--- src/rtl/sseg_scan_pkg.sv ---
// rtl/sseg_scan_pkg.sv - shared constants, types and helpers for the seven-segment scanner
package sseg_scan_pkg;

  localparam int NUM_DIGITS = 6;
  localparam int POS_W      = 3;
  localparam int BCD_W      = 4;
  localparam int DIGIT_W    = 5;
  localparam int BCD_BUS_W  = NUM_DIGITS * BCD_W;

  localparam logic [BCD_W-1:0] BCD_MAX  = 4'd9;
  localparam logic [POS_W-1:0] LAST_POS = 3'd5;

  // One full display frame: digits, dp enables and dp blink enables
  typedef struct packed {
    logic [BCD_BUS_W-1:0]  bcd;
    logic [NUM_DIGITS-1:0] dp;
    logic [NUM_DIGITS-1:0] blink;
  } frame_t;

  // Position 0 is the leftmost digit and lives in the top nibble
  function automatic logic [BCD_W-1:0] bcd_nibble(input logic [BCD_BUS_W-1:0] bcd,
                                                  input logic [POS_W-1:0] pos);
    int idx;
    idx = NUM_DIGITS - 1 - int'(pos);
    if (idx < 0) return '0;
    return bcd[idx*BCD_W +: BCD_W];
  endfunction

  // Flag vectors use the same left-to-right ordering: bit 5 is position 0
  function automatic logic flag_bit(input logic [NUM_DIGITS-1:0] flags,
                                    input logic [POS_W-1:0] pos);
    int idx;
    idx = NUM_DIGITS - 1 - int'(pos);
    if (idx < 0) return 1'b0;
    return flags[idx];
  endfunction

endpackage

--- src/rtl/sseg_tick_div.sv ---
// rtl/sseg_tick_div.sv - modulo-N enabled counter with a single-cycle tick on its last count
module sseg_tick_div #(
  parameter int N = 2
) (
  input  logic clk,
  input  logic rst_n,
  input  logic en,
  output logic tick
);

  localparam int CW = (N > 1) ? $clog2(N) : 1;
  localparam logic [CW-1:0] LAST = CW'(N - 1);

  logic [CW-1:0] count;

  assign tick = en && (count == LAST);

  // Advance on enable, wrapping to zero on the tick
  always_ff @(posedge clk or negedge rst_n) begin
    if (!rst_n) begin
      count <= '0;
    end else if (en) begin
      count <= (count == LAST) ? '0 : count + 1'b1;
    end
  end

endmodule

--- src/rtl/sseg_scan.sv ---
// rtl/sseg_scan.sv - double-buffered six-digit seven-segment scan controller
module sseg_scan
  import sseg_scan_pkg::*;
#(
  parameter int CLK_HZ   = 50000000,
  parameter int DIGIT_HZ = 1000,
  parameter int BLINK_HZ = 1
) (
  input  logic                  clk,
  input  logic                  rst_n,
  input  logic [BCD_BUS_W-1:0]  bcd_in,
  input  logic [NUM_DIGITS-1:0] dp_in,
  input  logic [NUM_DIGITS-1:0] dp_blink,
  input  logic                  load,
  output logic [DIGIT_W-1:0]    digit,
  output logic [POS_W-1:0]      digit_pos,
  output logic                  frame_start,
  output logic                  applied
);

  localparam int DIV         = CLK_HZ / DIGIT_HZ;
  localparam int BLINK_TICKS = DIGIT_HZ / (2 * BLINK_HZ);

  logic   tick;
  logic   blink_wrap;
  logic   blink_phase;
  logic   last_pos;
  logic   swap;
  logic   pending_valid;
  frame_t pending;
  frame_t shadow;
  frame_t shadow_nxt;
  logic [POS_W-1:0]   pos_nxt;
  logic [BCD_W-1:0]   nib_nxt;
  logic [DIGIT_W-1:0] digit_nxt;

  sseg_tick_div #(.N(DIV)) u_prescaler (
    .clk   (clk),
    .rst_n (rst_n),
    .en    (1'b1),
    .tick  (tick)
  );

  sseg_tick_div #(.N(BLINK_TICKS)) u_blink_div (
    .clk   (clk),
    .rst_n (rst_n),
    .en    (tick),
    .tick  (blink_wrap)
  );

  assign last_pos = (digit_pos == LAST_POS);
  assign swap     = tick && last_pos && pending_valid;

  // Next position and next shadow so digit and digit_pos move as an aligned pair
  always_comb begin
    pos_nxt    = digit_pos;
    shadow_nxt = shadow;
    if (tick) begin
      pos_nxt = last_pos ? '0 : digit_pos + 1'b1;
    end
    if (swap) begin
      shadow_nxt = pending;
    end
  end

  // Out-of-range nibbles become 0 since the decoder has nothing defined above 9
  always_comb begin
    nib_nxt = bcd_nibble(shadow_nxt.bcd, pos_nxt);
    if (nib_nxt > BCD_MAX) begin
      nib_nxt = '0;
    end
    digit_nxt = {flag_bit(shadow_nxt.dp, pos_nxt) &
                 ~(flag_bit(shadow_nxt.blink, pos_nxt) & blink_phase),
                 nib_nxt};
  end

  // Scan position, displayed digit and the per-frame strobes
  always_ff @(posedge clk or negedge rst_n) begin
    if (!rst_n) begin
      digit_pos   <= '0;
      digit       <= '0;
      frame_start <= 1'b0;
      applied     <= 1'b0;
    end else begin
      frame_start <= tick && last_pos;
      applied     <= swap;
      if (tick) begin
        digit_pos <= pos_nxt;
        digit     <= digit_nxt;
      end
    end
  end

  // Pending/shadow double buffer; a load on the swap edge refills pending and keeps it valid
  always_ff @(posedge clk or negedge rst_n) begin
    if (!rst_n) begin
      pending       <= '0;
      shadow        <= '0;
      pending_valid <= 1'b0;
    end else begin
      shadow <= shadow_nxt;
      if (load) begin
        pending       <= '{bcd: bcd_in, dp: dp_in, blink: dp_blink};
        pending_valid <= 1'b1;
      end else if (swap) begin
        pending_valid <= 1'b0;
      end
    end
  end

  // Blink phase flips each time the blink divider wraps; 0 means dp visible
  always_ff @(posedge clk or negedge rst_n) begin
    if (!rst_n) begin
      blink_phase <= 1'b0;
    end else if (blink_wrap) begin
      blink_phase <= ~blink_phase;
    end
  end

endmodule

--- config.mk ---
export PLATFORM = sky130hd
export DESIGN_NAME = sseg_scan
export DESIGN_NICKNAME = d
export VERILOG_FILES = /design/src/rtl/sseg_scan_pkg.sv /design/src/rtl/sseg_tick_div.sv /design/src/rtl/sseg_scan.sv
export SDC_FILE = /design/constraint.sdc
export NUM_CORES = 1
export LEC_CHECK = 0
export CAP_MARGIN = 10
export CORE_MARGIN = 8
export CORE_UTILIZATION = 62
export CTS_CLUSTER_SIZE = 30
export DETAILED_ROUTE_END_ITERATION = 6
export GPL_ROUTABILITY_DRIVEN = 0
export HOLD_SLACK_MARGIN = 0.02
export PLACE_DENSITY = 0.85
export REMOVE_ABC_BUFFERS = 1
export SYNTH_ARGS = -nofsm -noshare
export SYNTH_HDL_FRONTEND = slang
export SYNTH_SLANG_ARGS = --single-unit
--- constraint.sdc ---
create_clock -name clk -period 8.8 [get_ports clk]
set_clock_uncertainty 0.1 [all_clocks]
set_input_delay 1.76 -clock clk [delete_from_list [all_inputs] [get_ports clk]]
set_output_delay 1.76 -clock clk [all_outputs]
set_load 0.05 [all_outputs]
# --- After elaboration in Yosys (flattened, before gate mapping) ---
# Cells that the tools add are included.
op_classes:
  n_bitwise: 4
  n_shift: 1
  addsub: 4
  mux: 20
  div_mod_pow: 0
  order_cmp: 3
  n_eq_ne: 3
  mul: 0
  reduce_logical: 4
op_table:
  columns: ["op", "n"]
  rows:
  - ["36-bit two-way mux", 1]
  - ["24-bit by 6-bit variable part select with 4-bit output", 1]
  - ["16-bit by 1-bit adder with 16-bit output, second input constant", 1]
  - ["16-bit equality test, second input constant", 1]
  - ["16-bit two-way mux", 1]
  - ["4-bit two-way mux", 3]
  - ["1-bit two-way mux", 10]
  - ["9-bit by 1-bit adder with 9-bit output, second input constant", 1]
  - ["9-bit equality test, second input constant", 1]
  - ["9-bit two-way mux", 1]
  - ["1-bit binary-select mux with 3-bit select", 2]
  - ["3-bit two-way mux", 2]
  - ["4-bit by 5-bit less-than comparator with 1-bit output, second input constant", 1]
  - ["4-bit > comparator, second input constant", 1]
  - ["4-bit by 1-bit less-than comparator with 1-bit output, second input constant", 1]
  - ["3-bit by 3-bit subtractor with 4-bit output, first input constant", 1]
  - ["3-bit by 1-bit adder with 3-bit output, second input constant", 1]
  - ["3-bit equality test, second input constant", 1]
  - ["1-bit logical AND", 3]
  - ["1-bit AND", 2]
  - ["1-bit NOT", 2]
  - ["2-bit nonzero test", 1]
word_totals:
  wordCells: 53
  input_bits: 39
  latchBits: 0
  rom_bits: 0
  ramBits: 0
  reg_bits: 109
  memories: 0

# --- Depth between registers and ports, before layout ---
# Gate-level depths: netlist of the first run.
logic_depth:
  word_depth: 11
  ltp_mapped: 15
  depth_no_buf: 13

# --- Modules after synthesis ---
# Synthesis of the first run repeated with hierarchy kept, for this count alone.
hier_totals:
  cells_unflattened: 443
  hier_area_um2: 4914.7
by_module_without_submodules:
  columns: ["module", "instances", "cells_per_inst", "area_per_inst_um2"]
  rows:
  - ["sseg_scan", 1, 313, 3575.9]
  - ["sseg_tick_div at u_prescaler", 1, 83, 823.3]
  - ["sseg_tick_div at u_blink_div", 1, 47, 515.5]

# --- Worst setup path before layout of the first run ---
# Ideal clock, no wire load.
synth_timing:
  path_type: "register -> register"
  startpoint: "reg u_prescaler.count[5]"
  endpoint: "reg digit[3]"
  t_required_ps: 8578
  n_path_buf: 2
  path_stages_with_launch: 15
  slack_ps: 4981
  synth_period_minus_slack_ps: 3819
  arrival_ps: 3597
  setup_time_ps: 122
  cell_sequence: "dfrtp_1 > or4b_1 > buf_2 > o41ai_1 > o21a_4 > clkinv_2 > ha_1 > clkbuf_1 > and2b_1 > nand2_1 > a2111oi_0 > o211a_1 > a311oi_1 > and2_1 > a32o_1"
synth_via:
  elab_chain_cells: 8
synth_lines:
  columns: ["item", "line_no", "source"]
  rows:
  - ["start: declaration", "sseg_tick_div.sv:14", "logic [CW-1:0] count;"]
  - ["start signal: assignment", "sseg_tick_div.sv:23", "count <= (count == LAST) ? '0 : count + 1'b1;"]
  - ["16-bit equality test (*)", "sseg_tick_div.sv:16", "assign tick = en && (count == LAST);"]
  - ["3-bit two-way mux (*)", "sseg_scan.sv:58", "if (tick) begin"]
  - ["net pos_nxt[1]", "sseg_scan.sv:33", "logic [POS_W-1:0] pos_nxt;"]
  - ["3-bit by 3-bit subtractor with 4-bit output (*)", "sseg_scan_pkg.sv:24", "idx = NUM_DIGITS - 1 - int'(pos);"]
  - ["parallel branches: the longest is 2 deep, another holds 24-bit by 6-bit variable part select with 4-bit output", null, null]
  - ["4-bit two-way mux (*)", "sseg_scan_pkg.sv:26", "return bcd[idx*BCD_W +: BCD_W];"]
  - ["4-bit > comparator", "sseg_scan.sv:69", "if (nib_nxt > BCD_MAX) begin"]
  - ["4-bit two-way mux (*)", "sseg_scan.sv:69", null]
  - ["end signal: assignment", "sseg_scan.sv:89", "digit <= digit_nxt;"]
  - ["end: declaration", "sseg_scan.sv:15", "output logic [DIGIT_W-1:0] digit,"]
# Mark *: on every way through the listed nets, which the timed path passes.
# A chain may end at the register's enable or synchronous reset.

# --- Final worst setup path of the first run ---
# Same ends and word-level chain as after synthesis.

==> tab_implementation.tex, run 1 <==
\begin{tabular}{lr}
\hline
Metric & Value \\
\hline
\multicolumn{2}{l}{\textbf{Worst setup path}} \\
Maximum fanout along the worst path & 10 \\
Slowest stage cell on the critical path & sky130\_fd\_sc\_hd\_\_nor4\_1 \\
Most frequent cell on the critical path & sky130\_fd\_sc\_hd\_\_nand2\_1 \\
Setup CP Type & reg -> reg \\
Worst setup SP type & flip-flop \\
CP required & between 9 and 10 ns \\
Crit path DAT & 4.57 ns \\
Sort of element at the end of the critical path & flip-flop \\
Largest incremental delay on the critical path & 0.84 ns \\
Chain of cells forming the critical path & or4b\_1 -> nor4\_1 -> nand2\_1 -> o21ai\_0 -> ha\_1 -> and2b\_1 -> nand2\_1 -> a2111oi\_0 -> o211a\_1 -> a311oi\_1 -> and2\_1 -> a32o\_1 \\
\multicolumn{2}{l}{\textbf{Yosys}} \\
Number of enable-type register cells in the synthesized netlist & 0 \\
Post-synth top flop & sky130\_fd\_sc\_hd\_\_dfrtp\_1 \\
Total standard cell area after synthesis & 5150 sq um \\
Count of synthesis-stage warnings from yosys & 0 \\
Share of flip-flops with an asynchronous set or reset after synthesis & 100\% \\
Cell count after synthesis & between 500 and 600 \\
Synthesized area per cell & 10.1 sq um \\
Synth cell types & 58 \\
Proportion of synthesized chip area in sequential cells & 53.0\% \\
Flop and latch count out of synthesis & 109 \\
\multicolumn{2}{l}{\textbf{Clock network}} \\
TritonCTS clock tree & done \\
Number of buffers inserted by post-CTS setup repair & 0 \\
Hold-fix buffer count after cts & 0 \\
Clock-pin slew on the worst setup and hold paths & 0.10 ns \\
Number of buffers created by CTS & 9 \\
Clock latency on the worst-skew pair & between 0.3 and 0.4 ns \\
Clock root buffer master & sky130\_fd\_sc\_hd\_\_clkbuf\_8 \\
Post-CTS resize count & 0 \\
Clock sinks & 109 \\
Total number of H-tree levels & 3 \\
Maximum buffer depth of the clock tree & 2 \\
\multicolumn{2}{l}{\textbf{Drt}} \\
Violation count after the first detailed-routing iteration & 208 \\
DR pass1 iterations & 5 \\
Average detailed-routed wire length per instance & 17.6 um \\
Final wirelength & 11400 um \\
Remaining antenna violation count & 0 \\
Avg Vias per Cell & roughly 6.1 \\
Remaining DRCs & 0 \\
Vias & between 3000 and 4000 \\
\multicolumn{2}{l}{\textbf{Power and ir drop}} \\
Clock power frac & 33.4\% \\
P\_sw & 0.000206 W \\
Fraction of power consumed by sequential logic & around three fifths \\
Pwr per Cell Area & 148 nW/um\^{}2 \\
Combinational share of power & 5.6\% \\
Internal Power & about 0.00066 W \\
Leakage Power & 2.67 nW \\
Peak supply drop & between 0.0001 and 0.00015 V \\
Switching part of the total & a little under a quarter \\
\multicolumn{2}{l}{\textbf{Timing}} \\
Final worst slack & 4.45 ns \\
Max\_slew headroom & 24.1\% \\
Count of endpoints failing setup in the final report & 0 \\
Sum of negative setup slack & 0 ns \\
Max frequency & roughly 0.23 GHz \\
Max Transition Viols Final & 0 \\
RSZ-0062 raised after global routing & no \\
Final min period & 4.35 ns \\
Worst-margin pin slew & 1.13 ns \\
Worst hold margin & 0.378 ns \\
Final critical-path share of the clock period & 49.4\% \\
Number of hold violations in the final report & 0 \\
\multicolumn{2}{l}{\textbf{Placement}} \\
DP Wirelength & 7900 um \\
Minimum setup slack after placement & 4.54 ns \\
Post-DP Area & 5650 sq um \\
Count of input and output buffers & 48 \\
\multicolumn{2}{l}{\textbf{GRT}} \\
GRT Resource Usage Total & 21.2\% \\
Maximum number of pins on one net before global-route repair & 57 \\
Overflow after GRT & 0 \\
First-pass GRT wire length & 19500 um \\
Via count of the first global-routing pass & 3946 \\
Number of antenna violations at the first check in global routing & 0 \\
\multicolumn{2}{l}{\textbf{Final layout}} \\
Synth-to-layout area growth & 13.4\% \\
Final core occ & 71.7\% \\
Area taken by flip-flops and latches & 2730 sq um \\
Total number of nets in the final design & slightly below 600 \\
Combined area of the multi-input logic cells & 2270 sq um \\
Filler Cell Count & 595 \\
Layout cells sized above 1 & 12.8\% \\
Finished Cell Area & 5840 sq um \\
ANT cells & 0 \\
\multicolumn{2}{l}{\textbf{Floorplanning}} \\
Width of the die & between 100 and 150 um \\
Chip height & 107 um \\
Number of cell rows & 33 \\
Number of top-level design ports & 49 \\
CORE AREA & 8130 sq um \\
Die Outline Area & 11500 sq um \\
Initial Util & 63.3\% \\
\multicolumn{2}{l}{\textbf{Flow run}} \\
Max-cap violation count & 0 \\
\multicolumn{2}{l}{\textbf{Worst hold path}} \\
Class of the tightest hold or removal check & reg -> reg \\
\multicolumn{2}{l}{\textbf{Run status}} \\
Result of the run & finished clean \\
\hline
\end{tabular}
metrics by stage:
step | power [W] | std cells
after floorplan | 0.000551 | 481
after global placement | 0.000584 | 636
after detailed placement | 0.000588 | 636
after CTS | 0.000873 | 651
after global routing | 0.000897 | 651
final | 0.000866 | 651
kinds of logic after synthesis:
family | count (synthesis) | synth area share, %
fa+ha+maj | 3 | 0.729
simple gates | 217 | 19.9
buf+inv | 38 | 2.99
mux | 48 | 10.4
xor+xnor | 16 | 2.72
flops | 109 | 53.0
compound gates | 78 | 10.3
cell usage in the layout (no fill, tap or decap), types with 4 or more instances in the layout:
cell                              instances
sky130_fd_sc_hd__o21ai_0                 21
sky130_fd_sc_hd__dfrtp_1                109
sky130_fd_sc_hd__clkdlybuf4s50_1         46
sky130_fd_sc_hd__o31ai_1                  7
sky130_fd_sc_hd__mux2i_1                  5
sky130_fd_sc_hd__xor2_1                  10
sky130_fd_sc_hd__mux2_2                  43
sky130_fd_sc_hd__nand2b_1                 6
sky130_fd_sc_hd__nor2_1                  23
sky130_fd_sc_hd__nand3_1                 23
sky130_fd_sc_hd__nand2_1                117
sky130_fd_sc_hd__and3_1                   8
sky130_fd_sc_hd__nor3_1                  11
sky130_fd_sc_hd__a21oi_1                 12
sky130_fd_sc_hd__xnor2_1                  6
sky130_fd_sc_hd__clkinv_4                 4
sky130_fd_sc_hd__a211oi_1                 4
sky130_fd_sc_hd__clkbuf_8                10
sky130_fd_sc_hd__o211ai_1                 8
sky130_fd_sc_hd__inv_1                    8
sky130_fd_sc_hd__nand4b_1                 4
metal layers:
metal	GRT usage, %	part of all wire, %
met1	26.4	42
met2	35.3	51
met3	5.10	5.1
met4	7.04	1.6
met5	0	0
synthesized netlist by cell type (all sizes together) (4+ instances only):
master,instances,area (sq um)
nand2b,6,37.5
xor2,10,87.6
nand4b,4,35.0
and3,8,50.1
mux2,43,484
nor3,11,55.1
o31ai,7,52.6
a211oi,4,30.0
dfrtp,109,2730
mux2i,5,50.1
xnor2,6,52.6
buf,6,32.5
nor2,23,86.3
a21oi,12,60.1
inv,8,30.0
nand3,23,115
clkbuf,22,82.6
nand2,117,439
o21ai,24,120
o211ai,8,60.1
registers in the layout, indices dropped and copies added, names as in the netlist:
name	count
digit_pos	3
frame_start	1
blink_phase	1
pending	36
u_prescaler.count	16
shadow	36
pending_valid	1
applied	1
digit	5
u_blink_div.count	9
critical path: cells and delay by family (launching register included):
family,cells,cell delay (ns)
AOI/OAI and AO/OA,5,1.09
adders and majority gates,1,0.41
DFF,1,0.44
and+or+nand+nor,6,2.24
power groups by stage:
stage / combinational [W] / sequential, W / clock (W)
global route: 0.0000532 / 0.000530 / 0.000314
detailed placement: 0.0000498 / 0.000538 / 0
global placement: 0.0000469 / 0.000537 / 0
CTS: 0.0000498 / 0.000528 / 0.000295
finish: 0.0000485 / 0.000528 / 0.000289
floorplan: 0.0000178 / 0.000533 / 0
final timing paths:
kind	from	endpoint	slack [ns]	depth (start not counted)
max	u_prescaler.count[5]$_DFF_PN0_	digit[3]$_DFFE_PN0N_	4.45	12
min	shadow[8]$_DFF_PN0_	shadow[8]$_DFF_PN0_	0.38	2
max reg2reg	u_prescaler.count[5]$_DFF_PN0_	digit[3]$_DFFE_PN0N_	4.45	12
min reg2reg	shadow[8]$_DFF_PN0_	shadow[8]$_DFF_PN0_	0.38	2
max in group asynchronous	rst_n	shadow[19]$_DFF_PN0_	6.14	2
min in group asynchronous	rst_n	u_prescaler.count[3]$_DFF_PN0_	1.33	1
final cells by class:
class                   instances  area share, %
clock inverters                 5          0.793
flip-flops and latches        109           46.7
clock buffers                  10           2.36
well taps                     105           2.25
multi-input cells             362           38.8
inverters                      10          0.665
repair buffers                 50           8.36
Note: power is estimated with default switching activity, not from simulation.
==> run 2: changes to the inputs <==
CORE_UTILIZATION = 52   (was 62)
PLACE_DENSITY = 0.76   (was 0.85)
clock period = 3.85 ns   (was 8.8 ns; I/O delays follow)
==> run 2 against run 1 <==
  * Total power is 140% higher
  * Combinational power is 130% higher
  * Clock-buffer cell count stayed put
  * Fmax is 20% higher
  * Final cell count is 6.9% higher
  * Wire length is 4.3% higher
  * Critical endpoint unchanged
  * Largest cell class unchanged
  * Largest power group unchanged
==> tab_implementation.tex, run 2 (same netlist as run 1, synthesis figures left out) <==
\begin{tabular}{lr}
\hline
Metric & Value \\
\hline
\multicolumn{2}{l}{\textbf{Run status}} \\
Result of the run & finished clean \\
\multicolumn{2}{l}{\textbf{Timing}} \\
RSZ-0062 raised after global routing & no \\
Count of endpoints failing setup in the final report & 0 \\
Final worst slack & $\sim$0.23 ns \\
Max\_slew headroom & 43.0\% \\
Max Transition Viols Final & 0 \\
Number of hold violations in the final report & 0 \\
Final critical-path share of the clock period & 94.1\% \\
Final min period & 3.62 ns \\
Worst-margin pin slew & 0.855 ns \\
Max frequency & $\sim$0.28 GHz \\
\multicolumn{2}{l}{\textbf{Drt}} \\
Remaining antenna violation count & 0 \\
Avg Vias per Cell & 5.67 \\
Final wirelength & 11900 um \\
Remaining DRCs & 0 \\
Average detailed-routed wire length per instance & 17.1 um \\
DR pass1 iterations & 5 \\
Violation count after the first detailed-routing iteration & $\sim$330 \\
Vias & 3947 \\
\multicolumn{2}{l}{\textbf{Worst setup path}} \\
Startpoint of the most critical setup path & u\_prescaler.count[5]\$\_DFF\_PN0\_ \\
Maximum fanout along the worst path & 9 \\
Chain of cells forming the critical path & or4b\_1 -> or4\_4 -> nand2\_1 -> o21ai\_0 -> ha\_1 -> buf\_4 -> nand2b\_1 -> nor3\_1 -> o211ai\_1 -> o311a\_1 -> and2\_1 -> a32o\_1 \\
Critical path buffer and inverter count & 1 \\
Setup CP Type & reg -> reg \\
CP required & 4.01 ns \\
Startpoint of the most critical register-to-register path & u\_prescaler.count[5]\$\_DFF\_PN0\_ \\
Crit path DAT & 3.79 ns \\
Slowest stage cell on the critical path & sky130\_fd\_sc\_hd\_\_or4\_4 \\
R2r worst-path depth & 12 \\
Cell depth of the worst setup path & 12 \\
Worst reg2reg endpoint & digit[3]\$\_DFFE\_PN0N\_ \\
Largest delay share family, worst path & simple AND/OR/NAND/NOR gates \\
Largest incremental delay on the critical path & around 0.62 ns \\
Sort of element at the end of the critical path & flip-flop \\
Termination of the worst setup path & digit[3]\$\_DFFE\_PN0N\_ \\
Worst setup SP type & flip-flop \\
R2R setup slack & $\sim$0.23 ns \\
\multicolumn{2}{l}{\textbf{Final layout}} \\
Final Instance Count excl. Fillers & 696 \\
Most common library cell in the layout ignoring fill and taps & sky130\_fd\_sc\_hd\_\_nand2\_1 \\
Most frequent cells in the layout & 117 x sky130\_fd\_sc\_hd\_\_nand2\_1, 109 x sky130\_fd\_sc\_hd\_\_dfrtp\_1, 46 x sky130\_fd\_sc\_hd\_\_clkdlybuf4s50\_1, 43 x sky130\_fd\_sc\_hd\_\_mux2\_2 \\
Layout cells sized above 1 & 15.8\% \\
Total number of nets in the final design & 600 \\
Area taken by flip-flops and latches & 2730 sq um \\
Filler Cell Count & 776 \\
Finished Cell Area & about 6000 sq um \\
Synth-to-layout area growth & 17.5\% \\
Combined area of the multi-input logic cells & about 2300 sq um \\
ANT cells & 0 \\
Registers with the highest flip-flop counts & pending: 36 flops, shadow: 36 flops, u\_prescaler.count: 16 flops \\
\multicolumn{2}{l}{\textbf{Power and ir drop}} \\
Peak supply drop & 0.000179 V \\
Pwr per Cell Area & 343 nW/um\^{}2 \\
Leakage Power & 2.76 nW \\
\multicolumn{2}{l}{\textbf{Clock network}} \\
Clock-pin slew on the worst setup and hold paths & 0.10 ns \\
Clock latency on the worst-skew pair & about 0.37 ns \\
Total number of H-tree levels & 3 \\
Clock root buffer master & sky130\_fd\_sc\_hd\_\_clkbuf\_8 \\
Maximum buffer depth of the clock tree & 2 \\
TritonCTS clock tree & done \\
Number of buffers created by CTS & 9 \\
Hold-fix buffer count after cts & 0 \\
Clock sinks & 109 \\
\multicolumn{2}{l}{\textbf{GRT}} \\
Maximum number of pins on one net before global-route repair & 60 \\
Overflow after GRT & 0 \\
Via count of the first global-routing pass & 4028 \\
GRT Resource Usage Total & roughly a fifth \\
First-pass GRT wire length & 20100 um \\
Number of antenna violations at the first check in global routing & 0 \\
\multicolumn{2}{l}{\textbf{Floorplanning}} \\
Chip height & about 120 um \\
Initial Util & 53.2\% \\
Die Outline Area & 13300 sq um \\
Width of the die & 115 um \\
CORE AREA & 9680 sq um \\
Number of cell rows & 36 \\
Number of top-level design ports & 49 \\
\multicolumn{2}{l}{\textbf{Flow run}} \\
Max-cap violation count & 0 \\
\multicolumn{2}{l}{\textbf{Placement}} \\
Count of input and output buffers & 48 \\
DP Wirelength & 8430 um \\
Post-DP Area & 5780 sq um \\
Minimum setup slack after placement & 0.222 ns \\
Dpl cells & 677 \\
\multicolumn{2}{l}{\textbf{Worst hold path}} \\
Class of the tightest hold or removal check & in -> async \\
\hline
\end{tabular}
==> run 2: changes by cell type in the layout (fill, tap and decap cells not counted), sizes merged <==
cell	delta
bufinv	+2
buf	+16
clkinv	-1
==> run 2: timing repair <==
item                       in CTS  in global routing
resized for setup               0                  4
setup endpoints to repair       0                  2
setup buffers                   0                  3
==> run 2: area by class of cell <==
type | instances | area share [%]
sequential | 109 | 45.1
multi-input combinational | 362 | 37.8
timing repair buffer | 66 | 10.1
tap | 133 | 2.75
clock buffer | 10 | 2.11
clock inverter | 6 | 1.57
inverter | 10 | 0.641
==> run 2: worst min-delay path by stage <==
stage                         endpoint  slack [ns]               startpoint
2_1_floorplan     shadow[20]$_DFF_PN0_        0.33     shadow[20]$_DFF_PN0_
4_1_cts           shadow[20]$_DFF_PN0_        0.37     shadow[20]$_DFF_PN0_
3_5_place_dp      shadow[20]$_DFF_PN0_        0.35     shadow[20]$_DFF_PN0_
3_3_place_gp      shadow[20]$_DFF_PN0_        0.34     shadow[20]$_DFF_PN0_
5_1_grt           shadow[29]$_DFF_PN0_        0.41  pending[29]$_DFFE_PN0P_
6_report       pending[14]$_DFFE_PN0P_        0.36                    rst_n
==> run 2: routing by layer <==
layer / vias up / track usage [%] / share of wire, %
met5: - / 0 / 0
met4: 0 / 8.67 / 2.5
met3: 21 / 3.54 / 4.7
met2: 123 / 31.5 / 50
met1: 1934 / 24.1 / 43
li1: 1869 / - / -
==> run 2: metrics by stage <==
stage          hold WS (ns)  utilization [%]  power, W  TNS [ns]
6_report              0.364             62.5   0.00208         0
5_1_grt               0.407             62.5   0.00215         0
2_1_floorplan         0.330                -   0.00126     -1.32
4_1_cts               0.373             62.0   0.00210         0
3_3_place_gp          0.343             59.7   0.00134         0
3_5_place_dp          0.350             59.7   0.00134         0
==> run 2: worst reg2reg max path: stages, from the launching register on <==
cell	delay, ns
sky130_fd_sc_hd__dfrtp_1	0.44
sky130_fd_sc_hd__or4b_1	0.61
sky130_fd_sc_hd__or4_4	0.62
sky130_fd_sc_hd__nand2_1	0.11
sky130_fd_sc_hd__o21ai_0	0.10
sky130_fd_sc_hd__ha_1	0.32
sky130_fd_sc_hd__buf_4	0.16
sky130_fd_sc_hd__nand2b_1	0.11
sky130_fd_sc_hd__nor3_1	0.24
sky130_fd_sc_hd__o211ai_1	0.15
sky130_fd_sc_hd__o311a_1	0.17
sky130_fd_sc_hd__and2_1	0.17
sky130_fd_sc_hd__a32o_1	0.23
==> run 2: where the power goes <==
group	switching (W)	internal, W	leakage, nW
Clock	0.000388	0.000373	0.111
Sequential	0.0000249	0.00118	1.42
Combinational	0.0000424	0.0000680	1.23
Total	0.000455	0.00162	2.76
